$ cat config.mk
export PLATFORM = sky130hd
export DESIGN_NAME = req_priority_encoder
export DESIGN_NICKNAME = d
export VERILOG_FILES = /design/src/rtl/enc_pkg.sv /design/src/rtl/rr_pick.sv /design/src/rtl/req_priority_encoder.sv
export SDC_FILE = /design/constraint.sdc
export NUM_CORES = 1
export LEC_CHECK = 0
export ABC_AREA = 1
export CORE_ASPECT_RATIO = 1.2
export CORE_MARGIN = 2
export CORE_UTILIZATION = 42
export DETAILED_ROUTE_END_ITERATION = 10
export MAX_ROUTING_LAYER = met4
export PLACE_DENSITY_LB_ADDON = 0.12
export SKIP_LAST_GASP = 1
export SYNTH_ARGS = -nofsm -noshare
export SYNTH_HDL_FRONTEND = slang
export SYNTH_SLANG_ARGS = --single-unit
export TNS_END_PERCENT = 10
$ cat constraint.sdc
create_clock -name clk -period 1.5 [get_ports clk]
set_clock_uncertainty 0.05 [all_clocks]
set_input_delay 0.3 -clock clk [delete_from_list [all_inputs] [get_ports clk]]
set_output_delay 0.3 -clock clk [all_outputs]
set_load 0.01 [all_outputs]
$ cat src/rtl/enc_pkg.sv
// Shared types and helpers for the registered request encoder family.
// Holds the arbitration state enum and a wide one-hot decoder.
package enc_pkg;

    localparam int ENC_MAX_N = 64;

    typedef enum logic {
        ST_IDLE = 1'b0,
        ST_HOLD = 1'b1
    } enc_state_e;

    // Callers narrow the result with a size cast to their own N.
    function automatic logic [ENC_MAX_N-1:0] onehot(input int idx);
        logic [ENC_MAX_N-1:0] v;
        v = ENC_MAX_N'(1) << idx;
        return v;
    endfunction

endpackage

$ cat src/rtl/rr_pick.sv
// Combinational circular picker: first set bit of vec_i at or after start_i,
// wrapping N-1 -> 0. Flags whether any other bit is also set.
module rr_pick
    import enc_pkg::*;
#(
    parameter  int N = 8,
    localparam int W = $clog2(N)
) (
    input  logic [N-1:0] vec_i,
    input  logic [W-1:0] start_i,
    output logic         found_o,
    output logic [W-1:0] idx_o,
    output logic         multi_o
);

    logic [N-1:0] w_rest;

    // Smallest circular distance from start wins.
    always_comb begin
        int d;
        int best;
        d     = 0;
        best  = N;
        idx_o = '0;
        for (int i = 0; i < N; i++) begin
            d = (i >= int'(start_i)) ? i - int'(start_i) : i + N - int'(start_i);
            if (vec_i[i] && (d < best)) begin
                best  = d;
                idx_o = W'(i);
            end
        end
        found_o = (best < N);
    end

    assign w_rest  = vec_i & ~N'(onehot(int'(idx_o)));
    assign multi_o = found_o && (|w_rest);

endmodule

$ cat src/rtl/req_priority_encoder.sv
// Registered request encoder: latches request pulses into a pending set and
// hands out one eligible index at a time on a valid/ready port.
//
//   state   | meaning
//   --------+---------------------------------------------------------------
//   ST_IDLE | nothing held; out_valid low, waiting for an eligible request
//   ST_HOLD | out_idx/out_multi held stable until the consumer accepts
module req_priority_encoder
    import enc_pkg::*;
#(
    parameter  int N       = 8,
    parameter  int RR_MODE = 0,
    localparam int W       = $clog2(N)
) (
    input  logic         clk,
    input  logic         rst_n,
    input  logic [N-1:0] req_i,
    input  logic [N-1:0] mask_i,
    output logic         out_valid,
    input  logic         out_ready,
    output logic [W-1:0] out_idx,
    output logic         out_multi,
    output logic [N-1:0] pending_o
);

    enc_state_e   r_state;
    enc_state_e   w_state_nxt;
    logic [N-1:0] r_pending;
    logic [W-1:0] r_idx;
    logic         r_multi;
    logic [W-1:0] r_ptr;

    logic         w_accept;
    logic [N-1:0] w_held_oh;
    logic [N-1:0] w_clr;
    logic [N-1:0] w_elig;
    logic [N-1:0] w_elig_acc;
    logic [W-1:0] w_ptr_nxt;
    logic [W-1:0] w_start_idle;
    logic [W-1:0] w_start_acc;
    logic         w_idle_found;
    logic [W-1:0] w_idle_idx;
    logic         w_idle_multi;
    logic         w_acc_found;
    logic [W-1:0] w_acc_idx;
    logic         w_acc_multi;
    logic [W-1:0] w_idx_nxt;
    logic         w_multi_nxt;

    assign w_accept   = (r_state == ST_HOLD) && out_ready;
    assign w_held_oh  = N'(onehot(int'(r_idx)));
    assign w_clr      = w_accept ? w_held_oh : '0;
    assign w_elig     = r_pending & ~mask_i;
    assign w_elig_acc = w_elig & ~w_held_oh;
    assign w_ptr_nxt  = (int'(r_idx) == N - 1) ? '0 : r_idx + W'(1);

    // The post-accept pick must already see the advanced pointer.
    assign w_start_idle = (RR_MODE != 0) ? r_ptr     : '0;
    assign w_start_acc  = (RR_MODE != 0) ? w_ptr_nxt : '0;

    rr_pick #(.N(N)) u_pick_idle (
        .vec_i   (w_elig),
        .start_i (w_start_idle),
        .found_o (w_idle_found),
        .idx_o   (w_idle_idx),
        .multi_o (w_idle_multi)
    );

    rr_pick #(.N(N)) u_pick_acc (
        .vec_i   (w_elig_acc),
        .start_i (w_start_acc),
        .found_o (w_acc_found),
        .idx_o   (w_acc_idx),
        .multi_o (w_acc_multi)
    );

    // Set wins over clear on a same-cycle collision.
    always_ff @(posedge clk or negedge rst_n) begin
        if (!rst_n) begin
            r_pending <= '0;
            r_ptr     <= '0;
        end else begin
            r_pending <= (r_pending & ~w_clr) | req_i;
            if (w_accept) begin
                r_ptr <= w_ptr_nxt;
            end
        end
    end

    always_ff @(posedge clk or negedge rst_n) begin
        if (!rst_n) begin
            r_state <= ST_IDLE;
            r_idx   <= '0;
            r_multi <= 1'b0;
        end else begin
            r_state <= w_state_nxt;
            r_idx   <= w_idx_nxt;
            r_multi <= w_multi_nxt;
        end
    end

    always_comb begin
        w_state_nxt = r_state;
        case (r_state)
            ST_IDLE: if (w_idle_found)                w_state_nxt = ST_HOLD;
            ST_HOLD: if (w_accept && !w_acc_found)    w_state_nxt = ST_IDLE;
            default:                                  w_state_nxt = ST_IDLE;
        endcase
    end

    always_comb begin
        w_idx_nxt   = r_idx;
        w_multi_nxt = r_multi;
        case (r_state)
            ST_IDLE: begin
                if (w_idle_found) begin
                    w_idx_nxt   = w_idle_idx;
                    w_multi_nxt = w_idle_multi;
                end
            end
            ST_HOLD: begin
                if (w_accept && w_acc_found) begin
                    w_idx_nxt   = w_acc_idx;
                    w_multi_nxt = w_acc_multi;
                end
            end
            default: ;
        endcase
    end

    assign out_valid = (r_state == ST_HOLD);
    assign out_idx   = r_idx;
    assign out_multi = r_multi;
    assign pending_o = r_pending;

endmodule

* Yosys cells after proc, flatten, opt, wreduce, memory -nomap -nowiden
Index checks and enable logic that the tools add are counted.
Word-level totals: bits in registers 13, input port bits 19, output and inout bits 13, word-level logic and storage cells 100
Cells by class: $lt $le $gt $ge 16, eq/ne operators 2, shift-type cells 3, muxes and demuxes 40, bitwise gates (word level) 12, reduce and logical (&&, ||, !) cells 23
Operator list (count):
- two-way mux 4 bit | 16
- bitwise AND 8 bit | 5
- inverter 8 bit | 5
- < comparator 3 x 4 -> 1 bit (first input constant) | 8
- two-way mux 3 bit | 10
- left shift 1 x 3 -> 8 bit (first input constant) | 3
- logical AND 1 bit | 19
- < comparator 2 x 4 -> 1 bit (first input constant) | 4
- OR reduction 8 bit | 2
- < comparator 1 x 4 -> 1 bit (first input constant) | 2
- < comparator 4 bit (second input constant) | 2
- two-way mux 2 bit | 4
- two-way mux 8 bit | 1
- OR 8 bit | 1
- two-way mux 1 bit | 6
- one-hot mux 3 bit (2 select lines) | 1
- inequality test 2 x 1 -> 1 bit (second input constant) | 2
- one-hot mux 1 bit (2 select lines) | 2
- AND reduction 2 bit | 1
- logical NOT 1 bit | 1
- inverter 1 bit | 1

* Logic depth before layout (Yosys ltp)
Gate-level depths: netlist (run 1).
depth in word-level cells 32, depth in mapped cells 12, gate-level depth less buffers 12

* Cells and area by module
Synthesis (run 1) repeated with hierarchy kept, for this count alone.
Second synthesis, totals: cells, all modules 730, area total of the unflattened synthesis 4157.7 um^2
By module, submodules not included:
- rr_pick at u_pick_idle | instances 1, cells an instance 306, area an instance 1692.9 um^2, sequential area each 0.0 um^2
- rr_pick at u_pick_acc | instances 1, cells an instance 304, area an instance 1674.1 um^2, sequential area each 0.0 um^2
- req_priority_encoder | instances 1, cells an instance 120, area an instance 790.8 um^2, sequential area each 325.3 um^2

* Least setup slack after synthesis (run 1)
OpenSTA, ideal clock, no wires.
path kind register to register, start point register r_idx[0] (netlist: out_idx[0]), end point register r_idx[1] (netlist: out_idx[1]), setup time 0.117 ns, data arrival time 1.449 ns, required time 1.333 ns, setup slack -0.116 ns, stages on the path, launching flop included 11, path buffers 0, period minus slack after synthesis 1.616 ns, path through dfrtp_1 inv_1 nand3_1 nand2_2 nand2_4 nor2_8 nand4_4 o21bai_4 nand2_4 nand3_1 nand2_1
Between the ends: word-level cells in the longest chain between the ends 29, elaborated cells on any way between the ends 37, classes of those cells 8 x order compare; 1 x eq/ne; 1 x shift; 16 x mux; 2 x bitwise; 9 x reduce/logical
Ends and longest elaborated chain:
- start: declaration | line req_priority_encoder.sv:29 | logic [W-1:0] r_idx;
- start signal: assignment | line req_priority_encoder.sv:97 | r_idx <= w_idx_nxt;
- left shift 1 x 3 -> 8 bit (*) | line enc_pkg.sv:15 | v = ENC_MAX_N'(1) << idx;
- inverter 8 bit (*) | line req_priority_encoder.sv:54 | assign w_elig_acc = w_elig & ~w_held_oh;
- bitwise AND 8 bit (*) | line req_priority_encoder.sv:54
- two-way mux 4 bit | line rr_pick.sv:27 | if (vec_i[i] && (d < best)) begin
- < comparator 1 x 4 -> 1 bit | line rr_pick.sv:27
- logical AND 1 bit | line rr_pick.sv:27
- two-way mux 4 bit | line rr_pick.sv:27
- < comparator 2 x 4 -> 1 bit | line rr_pick.sv:27
- (+13 left out)
- two-way mux 4 bit | line rr_pick.sv:27
- < comparator 3 x 4 -> 1 bit | line rr_pick.sv:27
- logical AND 1 bit | line rr_pick.sv:27
- two-way mux 4 bit | line rr_pick.sv:27
- < comparator 4 bit | line rr_pick.sv:32 | found_o = (best < N);
- logical AND 1 bit | line req_priority_encoder.sv:122 | if (w_accept && w_acc_found) begin
- inequality test 2 x 1 -> 1 bit (no source line)
- AND reduction 2 bit (no source line)
Every way passes the cells marked *; elsewhere a longest branch is shown, timed or not. The select of a mux whose other input is x is not followed. A chain may end at the register's enable or synchronous reset.

* Final worst setup path (run 1)
start point register r_idx[1] (netlist: out_idx[1]), end point register r_idx[2] (netlist: out_idx[2])
The elaborated chain is that of the path after synthesis.

==> qor.yml, run 1 <==
syn-num-nets: 176
vias_per_cell: 4.91
synth.avg_cell_area_sq_um: 6.80
antenna_cells: 0
dp_slack_ps: -607
cpPeakStageDelay_ps: 450
clkLatencyLatePin_ps: 290
fp.dieW_microns: 50.0
max-vdd-ir-drop_mv: 1.14
place_hpwl_microns: 2660
path_cells: "inv_2 > nand3_4 > nand2_2 > nand2_4 > nor2_8 > nand4_4 > o21bai_4 > nand2_4 > inv_4 > nand2_1 > nand2_1"
clk_path_buf_depth: 2
crit_slowest_cell: "dfrtp_2"
synthMuxAreaShare_pct: 0
cts_max_level: 1
numClockSinks: 13
wl_per_cell_microns: 13.4
finalNetCount: 261
fin_util_pct: 78.7
slew_headroom_pct: 82.9
drt_iter0_drc: 37
die-height_microns: 59.2
synth_adder_area_share_pct: 0
antenna_found_initial: 0
synth_area_sq_um: 1070
cp-end-kind: "flip-flop"
via_count: 1346
dr.pass1.iters: 4
status: "complete, but fails checks"
failed_checks: "setup timing"
r2r-end: "out_idx[2]"
required_ps: 1680
start_kind: "flip-flop"
routabilityCongestion: 0.924
r2r_slack_ps: -220
rows: 20
finalInstanceArea_sq_um: 1950
period_needed_ps: 1720
drive_above_1_share_pct: 41.5
fin_cells: 274
drv_cap: 0
synth_seq_cells: 13
finalWorstSetupSlack_ps: -223
final_max_slew_viol_count: 0
synth_compound_area_share_pct: 14.1
synth_top_family_by_area: "simple AND/OR/NAND/NOR gates"
yosysSeqAreaShare_pct: 30.5
first_global_vias: 1381
grt_overflow: 0
synthSimpleGateAreaFrac_pct: 44.4
numPortBuffers: 31
syn2layout_area_growth_pct: 82.6
max_freq_mhz: 580
ys_types: 23
min_period_over_period_pct: 115
critPathMaxFanout: 5
hold_viol: 0
path_class: "reg2reg"
initial_utilization_pct: 43.1
cts-root-buf: "clkbuf_4"
ant_nets: 0
cts_tree: "built"
p_per_area_nw_per_um2: 1480
setup_viol: 18
grt_max_degree: 14
r2r_start: "out_idx[1]"
hold_class: "in2async"
die_area_sq_um: 2960
placed_cell_area_sq_um: 1730
coreArea_sq_um: 2480
arrival_ps: 1900
crit_end: "out_idx[2]"
boundaryPins: 32
wl_microns: 3670
worst_slew_pin_slew_ps: 256
yosysWarnings: 0
syn_inst: 157
cts_buffers: 3
clk_pin_slew_worst_paths_ps: 90
placed_cells: 262
synth_xor_area_share_pct: 0
leakage_nw: 1.04
grt_usage_pct: 25.8
drc: 0
worst_r2r_path_depth: 11
rsz0062_at_grt: "true"
critical_path.startpoint: "out_idx[1]"
grt_pass1_wl_microns: 5680
[flip-flops by register name, summed over array words and instances, names as in the netlist]
name / flops
out_multi: 1
out_idx: 3
pending_o: 8
out_valid: 1
[critical path: cells and delay by family, from the launching register on]
kind            cells  cell delay, ps
simple gates        8             730
flops               1             450
buf+inv             2             200
compound gates      1             200
[placed cells by master, fill, tap and decap left out, types with 4 or more instances in the layout]
cell type,instances
nor2_1,17
nand2_1,20
dfrtp_1,10
a21oi_1,4
o21ai_0,5
nand3_1,13
nand3_2,7
nand2_4,5
buf_4,47
nand4_1,4
o21bai_1,8
clkdlybuf4s50_1,27
inv_1,25
nand2_2,14
[Yosys cell counts]
| cell type | n | share of area [%] |
|---|---|---|
| a21oi_1 | 4 | 1.9 |
| clkinv_2 | 1 | 0.47 |
| dfrtp_1 | 13 | 30 |
| inv_1 | 28 | 9.8 |
| inv_2 | 2 | 0.70 |
| nand2_1 | 31 | 11 |
| nand2_2 | 4 | 2.3 |
| nand2_4 | 4 | 4.2 |
| nand3_1 | 22 | 10 |
| nand3_2 | 1 | 0.94 |
| nand3b_1 | 1 | 0.70 |
| nand4_1 | 4 | 2.3 |
| nand4_4 | 1 | 2.0 |
| nor2_1 | 19 | 6.7 |
| nor2_2 | 1 | 0.59 |
| nor2_4 | 1 | 1.1 |
| nor2_8 | 1 | 1.9 |
| nor3_1 | 1 | 0.47 |
| o211ai_1 | 1 | 0.70 |
| o21ai_0 | 7 | 3.3 |
| o21ai_2 | 1 | 0.82 |
| o21bai_1 | 8 | 5.6 |
| o21bai_4 | 1 | 1.8 |
[report_power, final]
part | leakage [nW] | switching, mW | internal [mW] | total (mW)
clock network | 0.0150 | 0.138 | 0.104 | 0.242
logic | 0.897 | 1.09 | 1.00 | 2.09
registers | 0.127 | 0.0979 | 0.455 | 0.553
[cell type report]
class	instances	area (sq um)
flip-flops and latches	13	329
inverters	31	126
clock buffers	4	26.3
repair buffers	80	684
fillers	160	528
well taps	33	41.3
multi-input cells	113	742
[per-layer routing]
metal  up-vias  global-route usage [%]  wire length [microns]
met5         -                       -                      0
li1        670                       -                      -
met4         0                    14.3                    104
met1       632                    28.3                   1560
met2        33                    45.5                   1890
met3        11                    2.78                    110
[metrics by stage]
stage                     TNS [ps]  power [mW]  hold WS [ps]
after CTS                    -1670        2.63           271
after detailed placement     -2800        2.24           489
after global routing         -2790        3.08           299
after floorplan               -347        1.39         -45.6
final                        -1970        2.88           255
after global placement       -2370        2.19           483
[worst min path at each step]
| stage | endpoint | start | slack (ps) |
|---|---|---|---|
| floorplan | out_idx[0] | rst_n | -50 |
| global placement | out_multi | out_multi | 480 |
| detailed placement | out_multi | out_multi | 490 |
| CTS | pending_o[0] | rst_n | 270 |
| global route | pending_o[1] | rst_n | 300 |
| finish | pending_o[5] | rst_n | 250 |
[what timing repair did]
action / 4_1_cts / 5_1_grt
hold buffers: 0 / 0
setup buffers: 5 / 3
endpoints found under the setup margin: 18 / 18
endpoints found under the hold margin: 0 / 0
cloned: 0 / 0
pin swaps: 11 / 20
resized for setup: 18 / 25
[cell families after synthesis]
group	count (synthesis)
simple gates	91
buf+inv	31
compound gates	22
flops	13
(Power assumes the default switching activity.)
==> inputs of run 2 (changes only) <==
==> constraint.sdc (replaced) <==
create_clock -name clk -period 1.5 [get_ports clk]
set_clock_uncertainty 0.05 [all_clocks]
set_input_delay 0.3 -clock clk [delete_from_list [all_inputs] [get_ports clk]]
set_output_delay 0.3 -clock clk [all_outputs]
set_load 0.1 [all_outputs]
==> run 2 against run 1 <==
Effect of this change: highest routed layer unchanged; final area increased by 11%; register-to-register slack got worse by 80 ps; first-iteration DRC count grew 130%; the flow still finishes with violations (setup timing); combinational power grew 48%.
==> qor.yml, run 2 (synthesis results as in run 1) <==
finalInstanceArea_sq_um: 2160  # +11%
p_per_area_nw_per_um2: 1850  # +25%
cts-root-buf: "clkbuf_4"
r2r_start: "out_idx[1]"
grt_max_degree: 14  # unchanged
routabilityCongestion: 0.955  # +3.4%
slew_headroom_pct: 78.6  # -4.2 points
die_area_sq_um: 2960  # unchanged
grt_pass1_wl_microns: 6110  # +7.5%
drive_above_1_share_pct: 50.0  # +8.5 points
placed_cell_area_sq_um: 1910  # +10%
fp.dieW_microns: 50.0  # unchanged
boundaryPins: 32  # unchanged
cts_tree: "built"
wl_met3_microns: 262  # +140%
hold_class: "in2async"
start_kind: "flip-flop"
period_needed_ps: 1810  # +82.6 ps
highest_layer: "met4"
dr.pass1.iters: 4  # unchanged
drt_iter0_drc: 84  # +130%
drc: 0  # unchanged
failed_checks: "setup timing"
final_cell_mix: "49 x buf_4, 24 x inv_1, 20 x nand2_1, 19 x nor2_1, 17 x clkdlybuf4s50_1"
dp_slack_ps: -576  # +30.9 ps
via_count: 1489  # +11%
arrival_ps: 1940  # +40 ps
status: "complete, but fails checks"
drv_cap: 0  # unchanged
initial_utilization_pct: 43.1  # unchanged
die-height_microns: 59.2  # unchanged
max-vdd-ir-drop_mv: 1.73  # +51%
wl_met1_microns: 1720  # +10%
final_max_slew_viol_count: 0  # unchanged
final_common_cell: "buf_4"
clk_pin_slew_worst_paths_ps: 90  # about the same
first_global_vias: 1418  # +2.7%
max_freq_mhz: 554  # -4.6%
wl_met2_microns: 2480  # +31%
coreArea_sq_um: 2480  # unchanged
finalNetCount: 264  # +1.1%
critPathMaxFanout: 4  # -1
grt_overflow: 0  # unchanged
setup_viol: 7  # -11
rsz0062_at_grt: "true"
worst_slew_pin_slew_ps: 317  # +61.1 ps
grt_usage_pct: 28.4  # +2.5 points
wl_microns: 4660  # +27%
numClockSinks: 13  # unchanged
antenna_found_initial: 0  # unchanged
largest_register_ffs: 8  # unchanged
cts_max_level: 1  # unchanged
rows: 20  # unchanged
clk_path_buf_depth: 2  # unchanged
required_ps: 1630  # -50 ps
wl_per_cell_microns: 16.8  # +26%
critical_path.startpoint: "out_idx[1]"
min_period_over_period_pct: 120  # +5.5 points
leakage_nw: 1.12  # +7.8%
cts_buffers: 3  # unchanged
antenna_cells: 0  # unchanged
clkLatencyLatePin_ps: 290  # about the same
syn2layout_area_growth_pct: 102
place_hpwl_microns: 2930  # +10%
path_class: "reg2reg"
numPortBuffers: 31  # unchanged
tns_ps: -1440  # +529 ps
hold_viol: 0  # unchanged
cp-end-kind: "flip-flop"
finalWorstSetupSlack_ps: -306  # -82.6 ps
ant_nets: 0  # unchanged
vias_per_cell: 5.38  # +9.4%
[run 2: cell type report]
cell class	count	area, sq um
sequential	13	360
timing repair buffer	83	845
tap	33	41.3
clock buffer	4	26.3
inverter	31	139
multi-input combinational	113	749
fill	120	317
[run 2: timing repair]
action                                  CTS  global route
buffers inserted                          2             8
hold endpoints to repair                  0             0
hold buffers                              0             0
pin swaps                                16            19
resized for setup                        15            27
endpoints found under the setup margin    6             8
[run 2: routing by layer]
| metal | GRT usage [%] | up-vias |
|---|---|---|
| met2 | 52.8 | 86 |
| met3 | 4.04 | 23 |
| met1 | 29.3 | 702 |
| met5 | - | - |
| li1 | - | 678 |
| met4 | 12.7 | 0 |
[run 2: critical path, cell delays in order (launching register included)]
cell,delay [ps]
dfrtp_4,480
buf_4,170
nand3_1,130
nand2_2,120
inv_1,110
o211ai_1,290
nand3_1,190
nand3_2,100
nand2_1,50
[run 2: report_power, final]
group	switching, mW	total [mW]	internal, mW
Clock	0.135	0.238	0.104
Combinational	1.84	3.09	1.25
Sequential	0.169	0.661	0.492
[run 2: path summary, 6_finish.rpt]
path | end | slack, ps | cells after the start
setup reg to reg | out_idx[1] | -310 | 8
min in group clk | pending_o[0] | 520 | 2
setup / recovery | out_idx[1] | -310 | 8
hold reg to reg | pending_o[4] | 520 | 2
hold / removal | pending_o[0] | 310 | 2
max in group asynchronous | out_idx[1] | 890 | 2
[run 2: per-stage QoR]
stage | std cells | util [%] | total power [mW] | hold WS, ps
detailed placement | 263 | 77.1 | 3.22 | 506
floorplan | 157 | - | 2.08 | -45.6
CTS | 269 | 81.2 | 3.63 | 304
global placement | 263 | 77.1 | 3.13 | 493
finish | 277 | 87.2 | 3.99 | 306
global route | 277 | 87.2 | 4.13 | 303
==> inputs of run 3 (changes only) <==
--- a/config.mk
+++ b/config.mk
@@ -8,12 +8,13 @@
 export ABC_AREA = 1
 export CORE_ASPECT_RATIO = 1.2
 export CORE_MARGIN = 2
-export CORE_UTILIZATION = 42
+export CORE_UTILIZATION = 65
 export DETAILED_ROUTE_END_ITERATION = 10
 export MAX_ROUTING_LAYER = met4
 export PLACE_DENSITY_LB_ADDON = 0.12
 export SKIP_LAST_GASP = 1
 export SYNTH_ARGS = -nofsm -noshare
 export SYNTH_HDL_FRONTEND = slang
+export SYNTH_HIERARCHICAL = 1
 export SYNTH_SLANG_ARGS = --single-unit
 export TNS_END_PERCENT = 10
==> constraint.sdc (replaced) <==
create_clock -name clk -period 2.2 [get_ports clk]
set_clock_uncertainty 0.05 [all_clocks]
set_input_delay 0.44 -clock clk [delete_from_list [all_inputs] [get_ports clk]]
set_output_delay 0.44 -clock clk [all_outputs]
set_load 0.1 [all_outputs]
==> run 3 against run 2 <==
Effect of this change: the flow now stops in clock tree synthesis; synthesized cell count rose to 4.6 times the previous value; area after synthesis increased to 3.9 times the previous value.
==> qor.yml, run 3 <==
cts_max_level: 1  # unchanged
place_hpwl_microns: 12800  # +340%
routabilityCongestion: 0.980  # +2.6%
cts-root-buf: "clkbuf_8"
synth_edf_count: 0  # unchanged
dp_slack_ps: -5720  # -5150 ps
cts_buffers: 3  # unchanged
post_cts_resized: 53  # +38
synth_area_leaders: "nand2_1 23%, ha_1 20%, inv_1 12%"
die-height_microns: 91.6  # +55%
synthArstFlopShare_pct: 100  # unchanged
synth.avg_cell_area_sq_um: 5.70  # -16%
cts_setup_buffers: 14  # +12
ys_types: 32  # +39%
rows: 31  # +55%
cts_hold_buf: 0  # unchanged
stop_stage: "clock tree synthesis"
initial_utilization_pct: 67.8  # +25 points
synth_common_cells: "250 x nand2_1, 130 x inv_1, 66 x ha_1"
synth_seq_cells: 13  # unchanged
firstError: "[ERROR DPL-0033] detailed placement checks failed during check placement."
fp.dieW_microns: 77.0  # +54%
numClockSinks: 13  # unchanged
status: "did not finish"
numPortBuffers: 31  # unchanged
synth_area_sq_um: 4160  # +290%
placed_cell_area_sq_um: 5630  # +190%
boundaryPins: 32  # unchanged
yosysSeqAreaShare_pct: 7.82  # -23 points
yosysMostFrequentCell: "nand2_1"
synth_top_area_share_pct: 22.6  # -7.9 points
clk_path_buf_depth: 2  # unchanged
synth.largest_area_cell: "nand2_1"
synth-main-ff-cell: "dfrtp_1"
syn_inst: 730  # +360%
yosysWarnings: 6  # +6
==> run 3: through the flow <==
stage	hold slack [ps]	cells
2_1_floorplan	94.4	781
3_3_place_gp	461	1001
3_5_place_dp	466	1001
==> run 3: logic make-up after synthesis <==
| kind of cell | synth area share (%) |
|---|---|
| simple gates | 47.5 |
| buf+inv | 15.5 |
| fa+ha+maj | 19.9 |
| compound gates | 9.00 |
| flops | 7.82 |
| other cells | 0.271 |
==> inputs of run 4 (changes only) <==
--- a/config.mk
+++ b/config.mk
@@ -6,12 +6,10 @@
 export NUM_CORES = 1
 export LEC_CHECK = 0
 export ABC_AREA = 1
-export CORE_ASPECT_RATIO = 1.2
 export CORE_MARGIN = 2
-export CORE_UTILIZATION = 65
+export CORE_UTILIZATION = 40
 export DETAILED_ROUTE_END_ITERATION = 10
-export MAX_ROUTING_LAYER = met4
-export PLACE_DENSITY_LB_ADDON = 0.12
+export PLACE_DENSITY_LB_ADDON = 0.15
 export SKIP_LAST_GASP = 1
 export SYNTH_ARGS = -nofsm -noshare
 export SYNTH_HDL_FRONTEND = slang
==> run 4 against run 3 <==
Effect of this change: the flow now finishes, with violations (setup timing); synthesized cell count unchanged; area after synthesis unchanged.
==> qor.yml, run 4 <==
status: "complete, but fails checks"
failed_checks: "setup timing"
grt_usage_pct: 22.4
placed_cell_area_sq_um: 5740  # +2.0%
die-height_microns: 106  # +16%
die_area_sq_um: 11200
final_max_slew_viol_count: 0
synth_seq_cells: 13  # unchanged
required_ps: 2290
final_common_cell: "nand2_1"
via_count: 4992
antenna_cells: 0
p_sw_mw: 4.31
slew_headroom_pct: 60.7
synth_common_cells: "250 x nand2_1, 130 x inv_1, 66 x ha_1"
max_freq_mhz: 147
synth-main-ff-cell: "dfrtp_1"
finalNetCount: 1054
num-fill-cells: 963
cp-end-kind: "flip-flop"
drc: 0
crit_top_cell: "nand2_1"
crit_slowest_cell: "dfrtp_4"
clkLatencyLatePin_ps: 260
drv_cap: 0
cts_tree: "built"
hold_viol: 0
initial_utilization_pct: 40.8  # -27 points
finalInstanceArea_sq_um: 6380
ant_nets: 0
drive_above_1_share_pct: 34.3
swShare_pct: 52.1
antenna_found_initial: 0
rows: 37  # +19%
worst_slew_pin_slew_ps: 588
dr.pass1.iters: 4
period_needed_ps: 6800
max-vdd-ir-drop_mv: 0.797
r2r_start: "pending_o[0]"
syn_inst: 730  # unchanged
multiInputGateArea_sq_um: 3760
yosysWarnings: 6  # unchanged
min_period_over_period_pct: 309
syn2layout_area_growth_pct: 53.6
synth_area_leaders: "nand2_1 23%, ha_1 20%, inv_1 12%"
hold_class: "reg2reg"
cts_max_level: 1  # unchanged
synthArstFlopShare_pct: 100  # unchanged
numClockSinks: 13  # unchanged
boundaryPins: 32  # unchanged
rsz0062_at_grt: "true"
wl_microns: 12400
arrival_ps: 6900
finalWorstSetupSlack_ps: -4600
hp-start: "out_multi"
routabilityCongestion: 0.861  # -12%
clk_path_buf_depth: 2  # unchanged
p_int_mw: 3.97
first_global_vias: 4885
yosysSeqAreaShare_pct: 7.82  # unchanged
p_per_area_nw_per_um2: 1300
largest_register_ffs: 8
cts_buffers: 3  # unchanged
synth_edf_count: 0  # unchanged
yosysMostFrequentCell: "nand2_1"
grt_overflow: 0
cts-root-buf: "clkbuf_8"
grt_max_degree: 14
fp.dieW_microns: 106  # +38%
synth_area_sq_um: 4160  # unchanged
wl_per_cell_microns: 11.3
clk_pin_slew_worst_paths_ps: 60
numPortBuffers: 31  # unchanged
vias_per_cell: 4.52
coreArea_sq_um: 10200
leakage_nw: 3.78
synth.avg_cell_area_sq_um: 5.70  # unchanged
final_cell_mix: "234 x nand2_1, 171 x buf_4, 115 x inv_1, 56 x ha_1, 54 x conb_1"
setup_viol: 5
cpPeakStageDelay_ps: 400
critPathMaxFanout: 8
place_hpwl_microns: 9780  # -23%
dp_slack_ps: -5430  # +290 ps
ff_latch_area_sq_um: 342
grt_pass1_wl_microns: 21200
critical_path.startpoint: "pending_o[0]"
p_clk_share_pct: 2.7
drt_iter0_drc: 183
combinationalPowerShare_pct: 92.4
start_kind: "flip-flop"
path_class: "reg2reg"
synth_top_area_share_pct: 22.6  # unchanged
p_seq_share_pct: 4.9
synth.largest_area_cell: "nand2_1"
ys_types: 32  # unchanged
[run 4: through the flow]
| stage | TNS [ps] | total power, mW | hold WS [ps] | std cells | util, % |
|---|---|---|---|---|---|
| 2_1_floorplan | -24120 | 4.61 | 94.4 | 781 | - |
| 4_1_cts | -21710 | 7.67 | 477 | 1092 | 60.8 |
| 6_report | -22220 | 8.28 | 471 | 1104 | 62.7 |
| 5_1_grt | -24730 | 9.13 | 523 | 1104 | 62.7 |
| 3_3_place_gp | -25400 | 6.66 | 470 | 1061 | 56.4 |
| 3_5_place_dp | -25950 | 6.78 | 463 | 1061 | 56.4 |
[run 4: kinds of logic after synthesis]
logic type / share of synthesized area (%)
flip-flops: 7.82
other: 0.271
buffers and inverters: 15.5
AO/OA/AOI/OAI: 9.00
AND/OR/NAND/NOR: 47.5
adder cells (fa/ha/maj): 19.9
[run 4: power groups by stage]
stage	clock network, mW	registers (mW)	logic [mW]
finish	0.222	0.405	7.65
global route	0.236	0.420	8.47
CTS	0.226	0.405	7.03
detailed placement	0	0.409	6.37
global placement	0	0.407	6.25
floorplan	0	0.958	3.65
[run 4: repair_timing]
action                     CTS  global route
setup buffers               27            12
setup endpoints to repair    5             5
resized for setup           59            33
hold buffers                 0             0
pin swaps                   65            68
[run 4: area by class of cell]
type,count,share of cell area [%]
clock buffer,4,0.705
inverter,143,8.68
multi-input combinational,615,58.8
sequential,13,5.35
tap,136,2.67
timing repair buffer,193,23.8
[run 4: worst max-delay path: cells and delay by family, from the launching register on]
kind	cells	cell delay [ps]
AND/OR/NAND/NOR	46	3360
buffers and inverters	11	610
AO/OA/AOI/OAI	7	720
adder cells (fa/ha/maj)	6	1510
flip-flops	1	400
[run 4: final timing paths]
check | cells past startpoint | to | slack [ps]
min reg2reg | 2 | out_multi | 470
min | 2 | out_multi | 470
min in group asynchronous | 1 | pending_o[0] | 510
max reg2reg | 70 | out_multi | -4600
max | 70 | out_multi | -4600
max in group asynchronous | 1 | out_idx[0] | 1150
[run 4: per-layer routing]
layer  global-route usage, %  vias to the layer above  wire length, microns  part of all wire [%]
met2                    41.0                       86                  6080                    49
met3                    1.72                       16                   489                   3.9
li1                        -                     2688                     -                     -
met1                    29.0                     2202                  5720                    46
met4                    4.23                        0                   136                   1.1
met5                       0                        -                     0                     0
